[config.mk]
export PLATFORM = sky130hd
export DESIGN_NAME = mio_bus_bridge_flat
export DESIGN_NICKNAME = d
export VERILOG_FILES = /design/src/rtl/mio_bus_bridge_if.sv /design/src/rtl/mio_bus_bridge.sv /design/src/flat_wrapper.sv
export SDC_FILE = /design/constraint.sdc
export NUM_CORES = 1
export LEC_CHECK = 0
export ABC_CLOCK_PERIOD_IN_PS = 12700
export CORE_MARGIN = 4
export CORE_UTILIZATION = 53
export CTS_BUF_LIST = sky130_fd_sc_hd__clkbuf_4 sky130_fd_sc_hd__clkbuf_8 sky130_fd_sc_hd__clkbuf_16
export DETAILED_ROUTE_END_ITERATION = 7
export GPL_TIMING_DRIVEN = 0
export PLACE_DENSITY_LB_ADDON = 0.05
export SLEW_MARGIN = 20
export SYNTH_ARGS = -nofsm -noshare
export SYNTH_HDL_FRONTEND = slang
export SYNTH_SLANG_ARGS = --single-unit
[constraint.sdc]
create_clock -name clk -period 12.7 [get_ports clk]
set_input_delay 3.81 -clock clk [delete_from_list [all_inputs] [get_ports clk]]
set_output_delay 3.81 -clock clk [all_outputs]
set_load 0.1 [all_outputs]
[src/rtl/mio_bus_bridge_if.sv]
// Core-side data bus of the MEM-stage memory/IO bridge.
// The core drives the request; the bridge answers with read data and ready.
interface mio_bus_bridge_if;
  logic [31:0] cpu_addr;
  logic [31:0] cpu_wdata;
  logic        cpu_we;
  logic        cpu_re;
  logic [3:0]  cpu_be;
  logic [31:0] cpu_rdata;
  logic        cpu_ready;

  modport master (
    output cpu_addr, cpu_wdata, cpu_we, cpu_re, cpu_be,
    input  cpu_rdata, cpu_ready
  );

  modport slave (
    input  cpu_addr, cpu_wdata, cpu_we, cpu_re, cpu_be,
    output cpu_rdata, cpu_ready
  );
endinterface

[src/rtl/mio_bus_bridge.sv]
// Data-side bridge: decodes core loads/stores to data RAM or to the LED,
// switch and compare/interrupt timer registers, and stalls MEM on RAM loads.
module mio_bus_bridge #(
  parameter int RAM_AW    = 10,
  parameter int LED_W     = 16,
  parameter int TMR_PRESC = 1
) (
  input  logic              clk,
  input  logic              rst,
  mio_bus_bridge_if.slave   bus,
  output logic              o_ram_en,
  output logic [3:0]        o_ram_we,
  output logic [RAM_AW-1:0] o_ram_addr,
  output logic [31:0]       o_ram_wdata,
  input  logic [31:0]       i_ram_rdata,
  input  logic [LED_W-1:0]  i_sw_in,
  output logic [LED_W-1:0]  o_led_out,
  output logic              o_timer_irq,
  output logic              o_bus_err
);

  localparam logic [31:0] PRESC_MAX = 32'(TMR_PRESC - 1);

  typedef enum logic {S_IDLE, S_RD_WAIT} state_t;

  state_t             r_state;
  logic [LED_W-1:0]   r_led;
  logic [LED_W-1:0]   r_sw1;
  logic [LED_W-1:0]   r_sw2;
  logic [31:0]        r_count;
  logic [31:0]        r_cmp;
  logic [31:0]        r_presc;
  logic               r_en;
  logic               r_irq_en;
  logic               r_pend;
  logic               r_irq;
  logic               r_bus_err;

  logic               w_wr;
  logic               w_rd;
  logic               w_idle;
  logic               w_ram_hit;
  logic               w_reg_hit;
  logic [2:0]         w_sel;
  logic               w_reg_wr;
  logic               w_tick;
  logic               w_match;
  logic [31:0]        w_reg_rdata;
  logic               w_unused;

  // A simultaneous load and store strobe is resolved as a store.
  assign w_wr      = bus.cpu_we;
  assign w_rd      = bus.cpu_re & ~bus.cpu_we;
  assign w_idle    = (r_state == S_IDLE);
  assign w_ram_hit = (bus.cpu_addr[31:RAM_AW+2] == '0);
  assign w_reg_hit = (bus.cpu_addr[31:5] == 27'h780_0000) && (bus.cpu_addr[4:2] <= 3'd4);
  assign w_sel     = bus.cpu_addr[4:2];
  assign w_reg_wr  = w_idle & w_reg_hit & w_wr;
  assign w_tick    = r_en & (r_presc == PRESC_MAX);
  assign w_match   = w_tick & (r_count == r_cmp);
  assign w_unused  = &{1'b0, bus.cpu_addr[1:0]};

  assign o_ram_addr  = bus.cpu_addr[RAM_AW+1:2];
  assign o_ram_wdata = bus.cpu_wdata;
  assign o_led_out   = r_led;
  assign o_timer_irq = r_irq;
  assign o_bus_err   = r_bus_err;

  always_ff @(posedge clk or posedge rst) begin
    if (rst) begin
      r_state <= S_IDLE;
    end else begin
      case (r_state)
        S_IDLE:    if (w_ram_hit && w_rd) r_state <= S_RD_WAIT;
        S_RD_WAIT: r_state <= S_IDLE;
        default:   r_state <= S_IDLE;
      endcase
    end
  end

  always_comb begin
    w_reg_rdata = '0;
    case (w_sel)
      3'd0:    w_reg_rdata = 32'(r_led);
      3'd1:    w_reg_rdata = 32'(r_sw2);
      3'd2:    w_reg_rdata = r_count;
      3'd3:    w_reg_rdata = r_cmp;
      3'd4:    w_reg_rdata = {29'd0, r_irq_en, r_pend, r_en};
      default: w_reg_rdata = '0;
    endcase
  end

  // RAM loads are the only accesses that wait; everything else completes now.
  always_comb begin
    bus.cpu_rdata = '0;
    bus.cpu_ready = 1'b1;
    o_ram_en      = 1'b0;
    o_ram_we      = 4'd0;
    if (r_state == S_RD_WAIT) begin
      bus.cpu_rdata = i_ram_rdata;
    end else if (w_ram_hit) begin
      if (w_wr) begin
        o_ram_en = 1'b1;
        o_ram_we = bus.cpu_be;
      end else if (w_rd) begin
        o_ram_en      = 1'b1;
        bus.cpu_ready = 1'b0;
      end
    end else if (w_reg_hit && w_rd) begin
      bus.cpu_rdata = w_reg_rdata;
    end
  end

  always_ff @(posedge clk or posedge rst) begin
    if (rst) begin
      r_sw1 <= '0;
      r_sw2 <= '0;
    end else begin
      r_sw1 <= i_sw_in;
      r_sw2 <= r_sw1;
    end
  end

  always_ff @(posedge clk or posedge rst) begin
    if (rst) begin
      r_led     <= '0;
      r_cmp     <= 32'hFFFF_FFFF;
      r_en      <= 1'b0;
      r_irq_en  <= 1'b0;
      r_bus_err <= 1'b0;
    end else begin
      if (w_reg_wr && w_sel == 3'd0) r_led <= bus.cpu_wdata[LED_W-1:0];
      if (w_reg_wr && w_sel == 3'd3) r_cmp <= bus.cpu_wdata;
      if (w_reg_wr && w_sel == 3'd4) begin
        r_en     <= bus.cpu_wdata[0];
        r_irq_en <= bus.cpu_wdata[2];
      end
      if (w_idle && (bus.cpu_we || bus.cpu_re) && !w_ram_hit && !w_reg_hit)
        r_bus_err <= 1'b1;
    end
  end

  // A CPU write to the count beats a tick; a new match beats a pending clear.
  always_ff @(posedge clk or posedge rst) begin
    if (rst) begin
      r_presc <= '0;
      r_count <= '0;
      r_pend  <= 1'b0;
      r_irq   <= 1'b0;
    end else begin
      if (r_en) r_presc <= w_tick ? 32'd0 : r_presc + 32'd1;
      if (w_reg_wr && w_sel == 3'd2)
        r_count <= bus.cpu_wdata;
      else if (w_tick)
        r_count <= w_match ? 32'd0 : r_count + 32'd1;
      if (w_match)
        r_pend <= 1'b1;
      else if (w_reg_wr && w_sel == 3'd4 && bus.cpu_wdata[1])
        r_pend <= 1'b0;
      r_irq <= r_pend & r_irq_en;
    end
  end

endmodule

[src/flat_wrapper.sv]
// flat-port wrapper written by rule: the top's interface ports become plain ports
module mio_bus_bridge_flat 
#(
  parameter int RAM_AW    = 10,
  parameter int LED_W     = 16,
  parameter int TMR_PRESC = 1
)
  (clk, rst, o_ram_en, o_ram_we, o_ram_addr, o_ram_wdata, i_ram_rdata, i_sw_in, o_led_out, o_timer_irq, o_bus_err, bus_cpu_addr, bus_cpu_wdata, bus_cpu_we, bus_cpu_re, bus_cpu_be, bus_cpu_rdata, bus_cpu_ready);
  mio_bus_bridge_if bus_i ();
  input  logic clk;
  input  logic rst;
  output logic o_ram_en;
  output logic [3:0] o_ram_we;
  output logic [RAM_AW-1:0] o_ram_addr;
  output logic [31:0] o_ram_wdata;
  input  logic [31:0] i_ram_rdata;
  input  logic [LED_W-1:0] i_sw_in;
  output logic [LED_W-1:0] o_led_out;
  output logic o_timer_irq;
  output logic o_bus_err;
  input wire logic [$bits(bus_i.cpu_addr)-1:0] bus_cpu_addr;
  input wire logic [$bits(bus_i.cpu_wdata)-1:0] bus_cpu_wdata;
  input wire logic [$bits(bus_i.cpu_we)-1:0] bus_cpu_we;
  input wire logic [$bits(bus_i.cpu_re)-1:0] bus_cpu_re;
  input wire logic [$bits(bus_i.cpu_be)-1:0] bus_cpu_be;
  output wire logic [$bits(bus_i.cpu_rdata)-1:0] bus_cpu_rdata;
  output wire logic [$bits(bus_i.cpu_ready)-1:0] bus_cpu_ready;
  assign bus_i.cpu_addr = bus_cpu_addr;
  assign bus_i.cpu_wdata = bus_cpu_wdata;
  assign bus_i.cpu_we = bus_cpu_we;
  assign bus_i.cpu_re = bus_cpu_re;
  assign bus_i.cpu_be = bus_cpu_be;
  assign bus_cpu_rdata = bus_i.cpu_rdata;
  assign bus_cpu_ready = bus_i.cpu_ready;
  mio_bus_bridge #(.RAM_AW(RAM_AW), .LED_W(LED_W), .TMR_PRESC(TMR_PRESC)) u_core (.clk(clk), .rst(rst), .bus(bus_i), .o_ram_en(o_ram_en), .o_ram_we(o_ram_we), .o_ram_addr(o_ram_addr), .o_ram_wdata(o_ram_wdata), .i_ram_rdata(i_ram_rdata), .i_sw_in(i_sw_in), .o_led_out(o_led_out), .o_timer_irq(o_timer_irq), .o_bus_err(o_bus_err));
endmodule
* Yosys cells after proc, flatten, opt, wreduce, memory -nomap -nowiden *
Index checks and enable logic that the tools add are counted.

operators by class
  muxes and demuxes = 23
  reductions and logical operators = 19
  bitwise operators = 8
  $add $sub $neg = 2
  equality and inequality tests = 6
  order comparisons = 1

operator list
  operator               count
  $mux 32                7
  $pmux 32 s5            1
  $add 32x1->32 const B  2
  $eq 32x32->1           1
  $logic_not 32->1       1
  $eq 27x27->1 const B   1
  $logic_not 20->1       1
  $mux 4                 3
  $logic_and 1x1->1      11
  $mux 1                 11
  $and 1x1->1            6
  $eq 3x2->1 const B     2
  $reduce_bool 2->1      2
  $eq 3x1->1 const B     1
  $eq 3x3->1 const B     1
  $le 3x3->1 const B     1
  $logic_not 3->1        1
  $logic_not 1->1        2
  $not 1->1              2
  $pmux 1 s2             1
  $logic_or 1x1->1       1

storage, ports and cells
  output and inout bits = 98
  flip-flop bits (word level) = 150
  word-level logic and storage cells = 71

* Depth between registers and ports, before layout *
Gate-level depths: netlist of the first run.

  depth after elaboration = 8
  depth in mapped cells = 11
  mapped depth without buffers = 9

* Least setup slack after synthesis of the first run *
OpenSTA, ideal clock, no wires.

  kind = in2out
  start = input port bus_cpu_addr[23]
  end = output port bus_cpu_rdata[10]
  path slack = 1.860 ns
  required time = 8.890 ns
  stages on the path = 6
  arrival time = 7.030 ns
  cells stage by stage = nor4_1 > nand4_1 > or3_1 > clkbuf_1 > clkbuf_1 > o21ai_0

on the way
  word-level cells in the longest chain between the ends = 6
  elaborated cells between the ends (all ways) = 7
  classes of those cells = 1 x eq/ne; 3 x mux; 3 x reduce/logical

ends and longest elaborated chain
  what               RTL line               text
  from (decl)        flat_wrapper.sv:21     input wire logic [$bits(bus_i.cpu_addr)-1:0] bus_cpu_addr;
  $eq 27x27->1       mio_bus_bridge.sv:56   assign w_reg_hit = (bus.cpu_addr[31:5] == 27'h780_0000) && (bus.cpu_addr[4:2] <= 3'd4);
  $logic_and 1x1->1  mio_bus_bridge.sv:56
  $logic_and 1x1->1  mio_bus_bridge.sv:109  end else if (w_reg_hit && w_rd) begin
  $mux 32            mio_bus_bridge.sv:109
  $mux 32 *          mio_bus_bridge.sv:101  end else if (w_ram_hit) begin
  $mux 32 *          mio_bus_bridge.sv:99   if (r_state == S_RD_WAIT) begin
  to (decl)          flat_wrapper.sv:26     output wire logic [$bits(bus_i.cpu_rdata)-1:0] bus_cpu_rdata;

Every way passes the cells marked *; elsewhere a longest branch is shown, timed or not.

* Worst setup path in the final report of the first run *
  start = input port bus_cpu_addr[6]
  end = output port bus_cpu_rdata[6]

on the way
  word-level cells in the longest chain between the ends = 6

ends and longest elaborated chain
  what               RTL line
  $eq 27x27->1       mio_bus_bridge.sv:56
  $logic_and 1x1->1  mio_bus_bridge.sv:56
  $logic_and 1x1->1  mio_bus_bridge.sv:109
  $mux 32            mio_bus_bridge.sv:109
  $mux 32            mio_bus_bridge.sv:101
  $mux 32            mio_bus_bridge.sv:99

Every way passes these cells.

==> results of run 1 <==
through the flow:
step	total power [mW]	setup slack [ps]	cell area (µm²)
detailed placement	0.6387	868.2	10570
global placement	0.6365	879.0	10530
CTS	1.168	831.5	11200
global route	1.194	815.8	11200
finish	1.162	967.0	11200
floorplan	0.5747	1860	8157
cells in the final DEF (no fill, tap or decap), types with 19 or more instances in the layout:
cell type / instances
xor2_1: 48
dfrtp_1: 118
mux2_1: 28
a22oi_1: 21
nand2_1: 69
mux2_2: 28
nor2_1: 39
clkbuf_1: 19
buf_4: 43
xnor2_1: 38
dfstp_2: 32
nand4_1: 26
o21ai_0: 44
a21oi_1: 24
clkdlybuf4s50_1: 214
nor4_1: 22
nand3_1: 23
power groups by stage:
stage	Combinational (mW)	Clock (mW)	Sequential, mW
CTS	0.146	0.537	0.485
global placement	0.143	0	0.493
floorplan	0.0820	0	0.493
global route	0.152	0.558	0.485
detailed placement	0.145	0	0.493
finish	0.145	0.532	0.485
worst min-delay path by stage:
stage / cells after the start / slack (ps) / endpoint
2_1_floorplan: 0 / 330 / u_core.r_sw2[0]
3_3_place_gp: 0 / 330 / u_core.r_sw2[14]
3_5_place_dp: 0 / 330 / u_core.r_sw2[0]
4_1_cts: 0 / 350 / u_core.r_sw2[12]
5_1_grt: 0 / 350 / u_core.r_sw2[0]
6_report: 0 / 350 / u_core.r_sw2[12]
critical path, stage by stage:
cell,delay (ps)
clkdlybuf4s50_1,490
nor4b_1,630
nand4_1,260
or3_1,390
clkbuf_1,270
nor2_1,700
a22o_1,230
clkdlybuf4s50_1,1140
area by class of cell:
class	instances	area share
clock buffers	20	0.04113
repair buffers	215	0.1938
plain buffers	83	0.04772
clock inverters	12	0.01486
multi-input cells	528	0.3386
well taps	188	0.02101
flip-flops and latches	150	0.3388
inverters	10	0.004023
state kept, by name, summed over array words and instances (netlist names):
register	cells
u_core.r_cmp	32
u_core.r_count	32
u_core.r_presc	32
u_core.o_led_out	16
u_core.r_sw1	16
u_core.r_sw2	16
u_core.o_bus_err	1
u_core.o_timer_irq	1
u_core.r_en	1
u_core.r_irq_en	1
u_core.r_pend	1
u_core.r_state	1
metal layers:
metal,share of wire,vias up,track usage
met1,0.41,3390,0.3707
met2,0.48,336,0.4584
met4,0.014,0,0.07818
met5,0,-,0
met3,0.092,24,0.06679
li1,-,3167,-
logic make-up (layout without fill, tap and decap cells):
family,Yosys count,after routing
flops,150,150
simple gates,248,248
compound gates,119,119
fa+ha+maj,3,3
xor+xnor,86,86
mux,72,72
buf+inv,93,340
==> flow_summary.json, run 1 <==
{
  "status": "complete, no violations",
  "rrSetupSlack_ps": 9910,
  "cp-start-kind": "primary input",
  "diodes": 0,
  "fmax_ghz": 0.08523,
  "grt_max_degree": 79,
  "power.leakage_nw": 4.735,
  "routed_wl_mm": 24.05,
  "r2r_cells": 9,
  "maxCapViolations": 0,
  "avgSynthCellArea_um2": 10.58,
  "synth_top_family_by_area": "simple AND/OR/NAND/NOR gates",
  "peakVddDrop_v": 0.0001047,
  "grt_pass1_vias": 7095,
  "initial_core_util": 0.5385,
  "p_per_area_nw_per_um2": 103.8,
  "path_max_fanout": 8,
  "internal-power_uw": 866.4,
  "ant_nets": 0,
  "netlist.area_leader.share": 0.3620,
  "drt_iter0_drc": 548,
  "crit_type": "primary input to output port",
  "die_x_um": 132.1,
  "dpl.cell_count": 1174,
  "vias_per_cell": 5.735,
  "worstMarginPinSlew_ps": 1052,
  "antenna_found_initial": 0,
  "power_frac_comb": 0.125,
  "synth_compound_gate_area_share": 0.08805,
  "rsz0062_at_grt": "no",
  "wl_per_cell_um": 19.94,
  "ys.flop_type": "dfrtp_1",
  "fin_setup_tns_ps": 0,
  "netlist_instances": 771,
  "end_kind": "output port",
  "io_buffer_count": 214,
  "yosys.area.top_type": "dfrtp_1",
  "clk_latency_ps": 430,
  "final_nets": 1128,
  "synth_cell_types": 57,
  "yosysWarningCount": 0,
  "synth_xor_area_frac": 0.09235,
  "clkPwrFrac": 0.458,
  "syn_nets": 894,
  "ff_latch_area_um2": 3794,
  "clockRootBuffer": "clkbuf_16",
  "r2r_start": "u_core.r_presc[0]",
  "fin_util": 0.7392,
  "cts_buffers": 17,
  "num_rows": 45,
  "clock_path_buffers": 2,
  "yosysMostFrequentCell": "dfrtp_1",
  "slew_headroom": 0.2962,
  "grt_pass1_wl_mm": 38.63,
  "cts-hold-fix-buffers": 0,
  "gp_congestion": 0.8752,
  "fill_cells": 1112,
  "whs_ps": 347.9,
  "hold_path_class": "register to register",
  "synthSimpleGateAreaFrac": 0.1690,
  "area_growth_pct": 37.26,
  "muxShareOfSynthArea": 0.1108,
  "r2r_end": "u_core.r_count[11]",
  "synth-edff-count": 0,
  "vias": 6917,
  "htree_levels": 4,
  "drc_errors": 0,
  "report.final.slew_viol_count": 0,
  "setup_viol": 0,
  "drive_gt1_frac": 0.1837,
  "cp.arrival_ps": 7920,
  "yosysSeqAreaShare": 0.4651,
  "final-hold-violation-count": 0,
  "clk_pin_slew_ps": 60,
  "cp_data_required_time_ps": 8890,
  "startpoint": "bus_cpu_addr[6]",
  "post-cts-setup-buffers": 0,
  "grt_usage": 0.2787,
  "die_area_um2": 17440,
  "skew_ps": 13.21,
  "swShare": 0.2547,
  "min_from": "u_core.r_sw1[12]",
  "drtPass1Iterations": 5,
  "synth_area_um2": 8157,
  "ys_ff_latch": 150,
  "p_sw_uw": 296.0,
  "ios": 218,
  "synth_fa_ha_area_frac": 0.004602,
  "cts_resized": 0,
  "stdcell_count": 1206,
  "netlist_top_cells_area": "dfrtp_1 (36%), dfstp_2 (10%), xor2_1 (5.2%)",
  "clock-sinks": 150,
  "dp_hpwl_mm": 17.56,
  "grt.overflow.total": 0,
  "core-area_um2": 15150,
  "cts_tree": "built",
  "crit_end": "bus_cpu_rdata[6]",
  "dieHeight_um": 132.1,
  "synthArstFlopShare": 1.000,
  "multi_input_area_um2": 3791,
  "ys_top_cells_by_count": "dfrtp_1 (118), nand2_1 (69), xor2_1 (48), o21ai_0 (44), buf_4 (43)",
  "fin_crit_sh": 0.9239,
  "fin_crit_ps": 11730,
  "power_frac_seq": 0.417
}
Note: power is estimated with default switching activity, not from simulation.
==> inputs of run 2 (changes only) <==
Settings changed: CTS_BUF_LIST sky130_fd_sc_hd__clkbuf_4 sky130_fd_sc_hd__clkbuf_8 sky130_fd_sc_hd__clkbuf_16 to default, PLACE_DENSITY from default to 0.86, PLACE_DENSITY_LB_ADDON 0.05 to default.
==> flow_summary.json, run 2 (synthesized netlist as in run 1, its figures left out) <==
{
  "status": "complete, no violations",
  "fin_crit_sh": 0.9202,
  "path_max_fanout": 8,
  "end_kind": "output port",
  "layout_setup_ws_ps": 1014,
  "fill_cells": 1077,
  "critical_path.max_stage_delay_ps": 1150,
  "clock-sinks": 150,
  "post-cts-setup-buffers": 0,
  "dieHeight_um": 132.1,
  "diodes": 0,
  "peakVddDrop_v": 0.00009704,
  "power.leakage_nw": 4.714,
  "initial_core_util": 0.5385,
  "vias_per_cell": 5.895,
  "fin_crit_ps": 11690,
  "dp_hpwl_mm": 18.46,
  "grt_usage": 0.2896,
  "final-hold-violation-count": 0,
  "drive_gt1_frac": 0.1837,
  "gp_congestion": 0.9482,
  "clk_pin_slew_ps": 70,
  "crit_buf_inv": 3,
  "die_x_um": 132.1,
  "crit_type": "primary input to output port",
  "dp_slack_ps": 1131,
  "setup_viol": 0,
  "met1_usage": 0.3641,
  "maxCapViolations": 0,
  "io_buffer_count": 214,
  "cp-start-kind": "primary input",
  "core-area_um2": 15150,
  "top_usage_layer": "met2",
  "cp_data_required_time_ps": 8890,
  "fmax_ghz": 0.08557,
  "grt.overflow.total": 0,
  "place_area_um2": 10570,
  "cp.arrival_ps": 7880,
  "hold_path_class": "register to register",
  "ant_nets": 0,
  "die_area_um2": 17440,
  "final_nets": 1128,
  "worstMarginPinSlew_ps": 1019,
  "antenna_found_initial": 0,
  "grt_pass1_vias": 7178,
  "skew_ps": 9.564,
  "design_area_um2": 11150,
  "drtPass1Iterations": 5,
  "grt_max_degree": 92,
  "clock_path_buffers": 2,
  "drt_iter0_drc": 671,
  "report.final.slew_viol_count": 0,
  "whs_ps": 349.6,
  "crit_family": "buffers and inverters",
  "cts_resized": 0,
  "p_per_area_nw_per_um2": 101.5,
  "cts_buffers": 17,
  "cts-hold-fix-buffers": 0,
  "slew_headroom": 0.3189,
  "fin_setup_tns_ps": 0,
  "rsz0062_at_grt": "no",
  "clk_latency_ps": 440,
  "crit_chain": "clkdlybuf4s50_1 -> o21ai_0 -> nand4_1 -> or3_1 -> clkbuf_1 -> nor2_1 -> a22o_1 -> clkdlybuf4s50_1",
  "grt_pass1_wl_mm": 39.59,
  "vias": 7109,
  "met2_usage": 0.4860,
  "cpMostUsedCell": "clkdlybuf4s50_1",
  "final_common_cell": "clkdlybuf4s50_1",
  "ios": 218,
  "cp_slowest_cell": "clkdlybuf4s50_1",
  "routed_wl_mm": 25.02,
  "num_rows": 45,
  "wl_per_cell_um": 20.75,
  "cts_tree": "built",
  "largestRegisters": "u_core.r_cmp: 32 flops, u_core.r_count: 32 flops, u_core.r_presc: 32 flops",
  "htree_levels": 4,
  "drc_errors": 0,
  "clockRootBuffer": "clkbuf_16",
  "fin_util": 0.7364,
  "final_cell_mix": "clkdlybuf4s50_1 (214), dfrtp_1 (118), nand2_1 (69)",
  "grtUsageMet3": 0.08015,
  "area_growth_pct": 36.74
}
## run 2: changes by cell type in the layout (fill, tap and decap cells not counted), sizes merged
cell	change
clkbuf	-3
bufinv	-2
clkinv	-3
inv	+7
clkinvlp	+1
## run 2: final cells by class
type | count | area [µm²] | area share
Timing Repair Buffer | 215 | 2170 | 0.1945
Inverter | 10 | 45.04 | 0.004039
Clock inverter | 15 | 158.9 | 0.01425
Buffer | 83 | 534.3 | 0.04790
Clock buffer | 17 | 425.4 | 0.03814
Tap cell | 188 | 235.2 | 0.02109
Sequential cell | 150 | 3794 | 0.3401
Multi-Input combinational cell | 528 | 3791 | 0.3399
## run 2: worst reg2reg max path, delay by kind of cell, from the launching register on
family	cells	cell delay, ps
AO/OA/AOI/OAI	1	150
adder cells (fa/ha/maj)	1	180
buffers and inverters	2	430
flip-flops	1	410
AND/OR/NAND/NOR	5	1510
## run 2: final timing paths
check | to | cells past startpoint | slack (ps) | from
min | u_core.r_sw2[15] | 0 | 350 | u_core.r_sw1[15]
min in group asynchronous | u_core.r_presc[6] | 2 | 3800 | rst
max in group asynchronous | u_core.r_cmp[28] | 3 | 8100 | rst
max | bus_cpu_rdata[5] | 8 | 1010 | bus_cpu_addr[3]
max reg2reg | u_core.r_count[12] | 9 | 9900 | u_core.r_presc[0]
min reg2reg | u_core.r_sw2[15] | 0 | 350 | u_core.r_sw1[15]
## run 2: metrics by stage
step | total power [mW] | cells
after floorplan | 0.5747 | 771
after global placement | 0.6367 | 1173
after detailed placement | 0.6394 | 1174
after CTS | 1.135 | 1206
after global routing | 1.163 | 1206
final | 1.132 | 1206
## run 2: where the power goes
| group | switching, mW | internal (mW) | total, mW |
|---|---|---|---|
| combinational | 0.0882 | 0.0582 | 0.146 |
| clock | 0.223 | 0.278 | 0.501 |
| sequential | 0.00149 | 0.483 | 0.485 |
| total | 0.312 | 0.820 | 1.13 |
## run 2: routing by layer
| layer | share of wire | vias to the layer above | routed length (µm) |
|---|---|---|---|
| met3 | 0.10 | 55 | 2551 |
| met5 | 0 | - | 0 |
| met4 | 0.026 | 0 | 644 |
| met2 | 0.49 | 416 | 12290 |
| met1 | 0.38 | 3456 | 9530 |
| li1 | - | 3182 | - |
==> inputs of run 3 (changes only) <==
Settings changed: ABC_CLOCK_PERIOD_IN_PS 12700 to 11000, CORE_UTILIZATION 53 to 49, CTS_CLUSTER_DIAMETER from default to 60, PLACE_DENSITY 0.86 to 0.81.
Clock period 12.7 ns to 11 ns, I/O delays scaled along.
==> flow_summary.json, run 3 (synthesized netlist as in run 1, its figures left out) <==
{
  "p_per_area_nw_per_um2": 120.2,
  "fmax_ghz": 0.09312,
  "cp.arrival_ps": 7440,
  "cpMostUsedCell": "clkdlybuf4s50_1",
  "power_frac_seq": 0.415,
  "dieHeight_um": 137.0,
  "final_common_cell": "clkdlybuf4s50_1",
  "cp_slowest_cell": "clkdlybuf4s50_1",
  "clock_path_buffers": 2,
  "skew_ps": 6.728,
  "cts_buffers": 17,
  "grt.overflow.total": 0,
  "ant_nets": 0,
  "vias": 7066,
  "vias_per_cell": 5.731,
  "largestRegisters": "u_core.r_cmp: 32 flops, u_core.r_count: 32 flops, u_core.r_presc: 32 flops",
  "hold_depth": 0,
  "area_growth_pct": 37.72,
  "crit_type": "primary input to output port",
  "fin_util": 0.6971,
  "antenna_found_initial": 1,
  "rrSetupSlack_ps": 8050,
  "report.final.slew_viol_count": 0,
  "hold_path_class": "register to register",
  "whs_ps": 347.0,
  "cts-hold-fix-buffers": 0,
  "grt_pass1_vias": 7057,
  "place_area_um2": 10600,
  "design_area_um2": 11230,
  "clockRootBuffer": "clkbuf_16",
  "cp-start-kind": "primary input",
  "swShare": 0.2478,
  "worstMarginPinSlew_ps": 1027,
  "status": "complete, no violations",
  "fin_crit_sh": 0.9762,
  "slew_headroom": 0.3133,
  "cts_tree": "built",
  "io_buffer_count": 214,
  "drive_gt1_frac": 0.1829,
  "drc_errors": 0,
  "peakVddDrop_v": 0.0001148,
  "initial_core_util": 0.5061,
  "r2r_end": "u_core.r_count[11]",
  "whs_endpoint": "u_core.r_sw2[6]",
  "min_from": "u_core.r_sw1[6]",
  "grt_max_degree": 82,
  "drt_iter0_drc": 520,
  "gp_congestion": 0.8921,
  "cp_data_required_time_ps": 7700,
  "power.leakage_nw": 4.739,
  "final-hold-violation-count": 0,
  "final_cell_mix": "clkdlybuf4s50_1 (214), dfrtp_1 (118), nand2_1 (69)",
  "r2r_cells": 9,
  "diodes": 0,
  "post-cts-setup-buffers": 0,
  "fin_setup_tns_ps": 0,
  "grt_pass1_wl_mm": 38.48,
  "dp_hpwl_mm": 18.68,
  "clk_pin_slew_ps": 60,
  "stdcell_count": 1233,
  "power_frac_comb": 0.125,
  "clkPwrFrac": 0.461,
  "p_total_mw": 1.350,
  "core-area_um2": 16120,
  "critical_path.max_stage_delay_ps": 1140,
  "die_area_um2": 18770,
  "routed_wl_mm": 25.48,
  "die_x_um": 137.0,
  "cts_resized": 0,
  "clock-sinks": 150,
  "p_sw_uw": 334.6,
  "internal-power_mw": 1.016,
  "num_rows": 46,
  "dpl.cell_count": 1202,
  "htree_levels": 4,
  "ios": 218,
  "setup_viol": 0,
  "end_kind": "output port",
  "maxCapViolations": 0,
  "layout_setup_ws_ps": 261.7,
  "grt_usage": 0.2705,
  "crit_chain": "clkdlybuf4s50_1 -> o21ai_0 -> nand4_1 -> or3_1 -> clkbuf_1 -> nor2_1 -> a22o_1 -> clkdlybuf4s50_1",
  "path_max_fanout": 8,
  "drtPass1Iterations": 5,
  "r2r_start": "u_core.r_presc[0]",
  "final_nets": 1128,
  "clk_latency_ps": 430,
  "fin_crit_ps": 10740,
  "rsz0062_at_grt": "no",
  "wl_per_cell_um": 20.67,
  "dp_slack_ps": 371.0
}
## run 3: changes by cell type in the layout (fill, tap and decap cells not counted), sizes merged
cell      delta
bufinv       +3
clkbuf       +2
clkinv       +4
clkinvlp     -1
inv          -9
## run 3: worst max-delay path: cells and delay by family
| kind | cells | cell delay, ps |
|---|---|---|
| AOI/OAI and AO/OA | 2 | 720 |
| buffers and inverters | 3 | 1930 |
| and+or+nand+nor | 3 | 1480 |
## run 3: layout make-up
type / count / area [µm²]
Clock buffer: 19 / 452.9
Multi-Input combinational cell: 528 / 3791
Tap cell: 216 / 270.3
Fill cell: 1213 / 4882
Sequential cell: 150 / 3794
Inverter: 10 / 45.04
Clock inverter: 12 / 176.4
Buffer: 83 / 534.3
Timing Repair Buffer: 215 / 2170
## run 3: how the worst max path moves through the flow
stage | start | end | slack, ps | cells after the start
2_1_floorplan | bus_cpu_addr[23] | bus_cpu_rdata[10] | 1180 | 6
3_3_place_gp | bus_cpu_addr[20] | bus_cpu_rdata[15] | 370 | 8
3_5_place_dp | bus_cpu_addr[2] | bus_cpu_rdata[4] | 370 | 8
4_1_cts | bus_cpu_addr[2] | bus_cpu_rdata[12] | 350 | 8
5_1_grt | bus_cpu_addr[2] | bus_cpu_rdata[3] | 80 | 8
6_report | bus_cpu_addr[2] | bus_cpu_rdata[12] | 260 | 8
## run 3: power by group through the flow
stage / Sequential, mW / Clock, mW / Combinational, mW
6_report: 0.560 / 0.622 / 0.168
5_1_grt: 0.560 / 0.652 / 0.176
4_1_cts: 0.560 / 0.625 / 0.169
3_5_place_dp: 0.570 / 0 / 0.168
3_3_place_gp: 0.569 / 0 / 0.165
2_1_floorplan: 0.569 / 0 / 0.0947
## run 3: metal layers
layer / share of wire / track usage / vias up
met5: 0.00051 / 0 / -
met4: 0.023 / 0.09313 / 2
met3: 0.10 / 0.07206 / 52
met2: 0.49 / 0.4529 / 385
met1: 0.38 / 0.3392 / 3445
li1: - / - / 3182
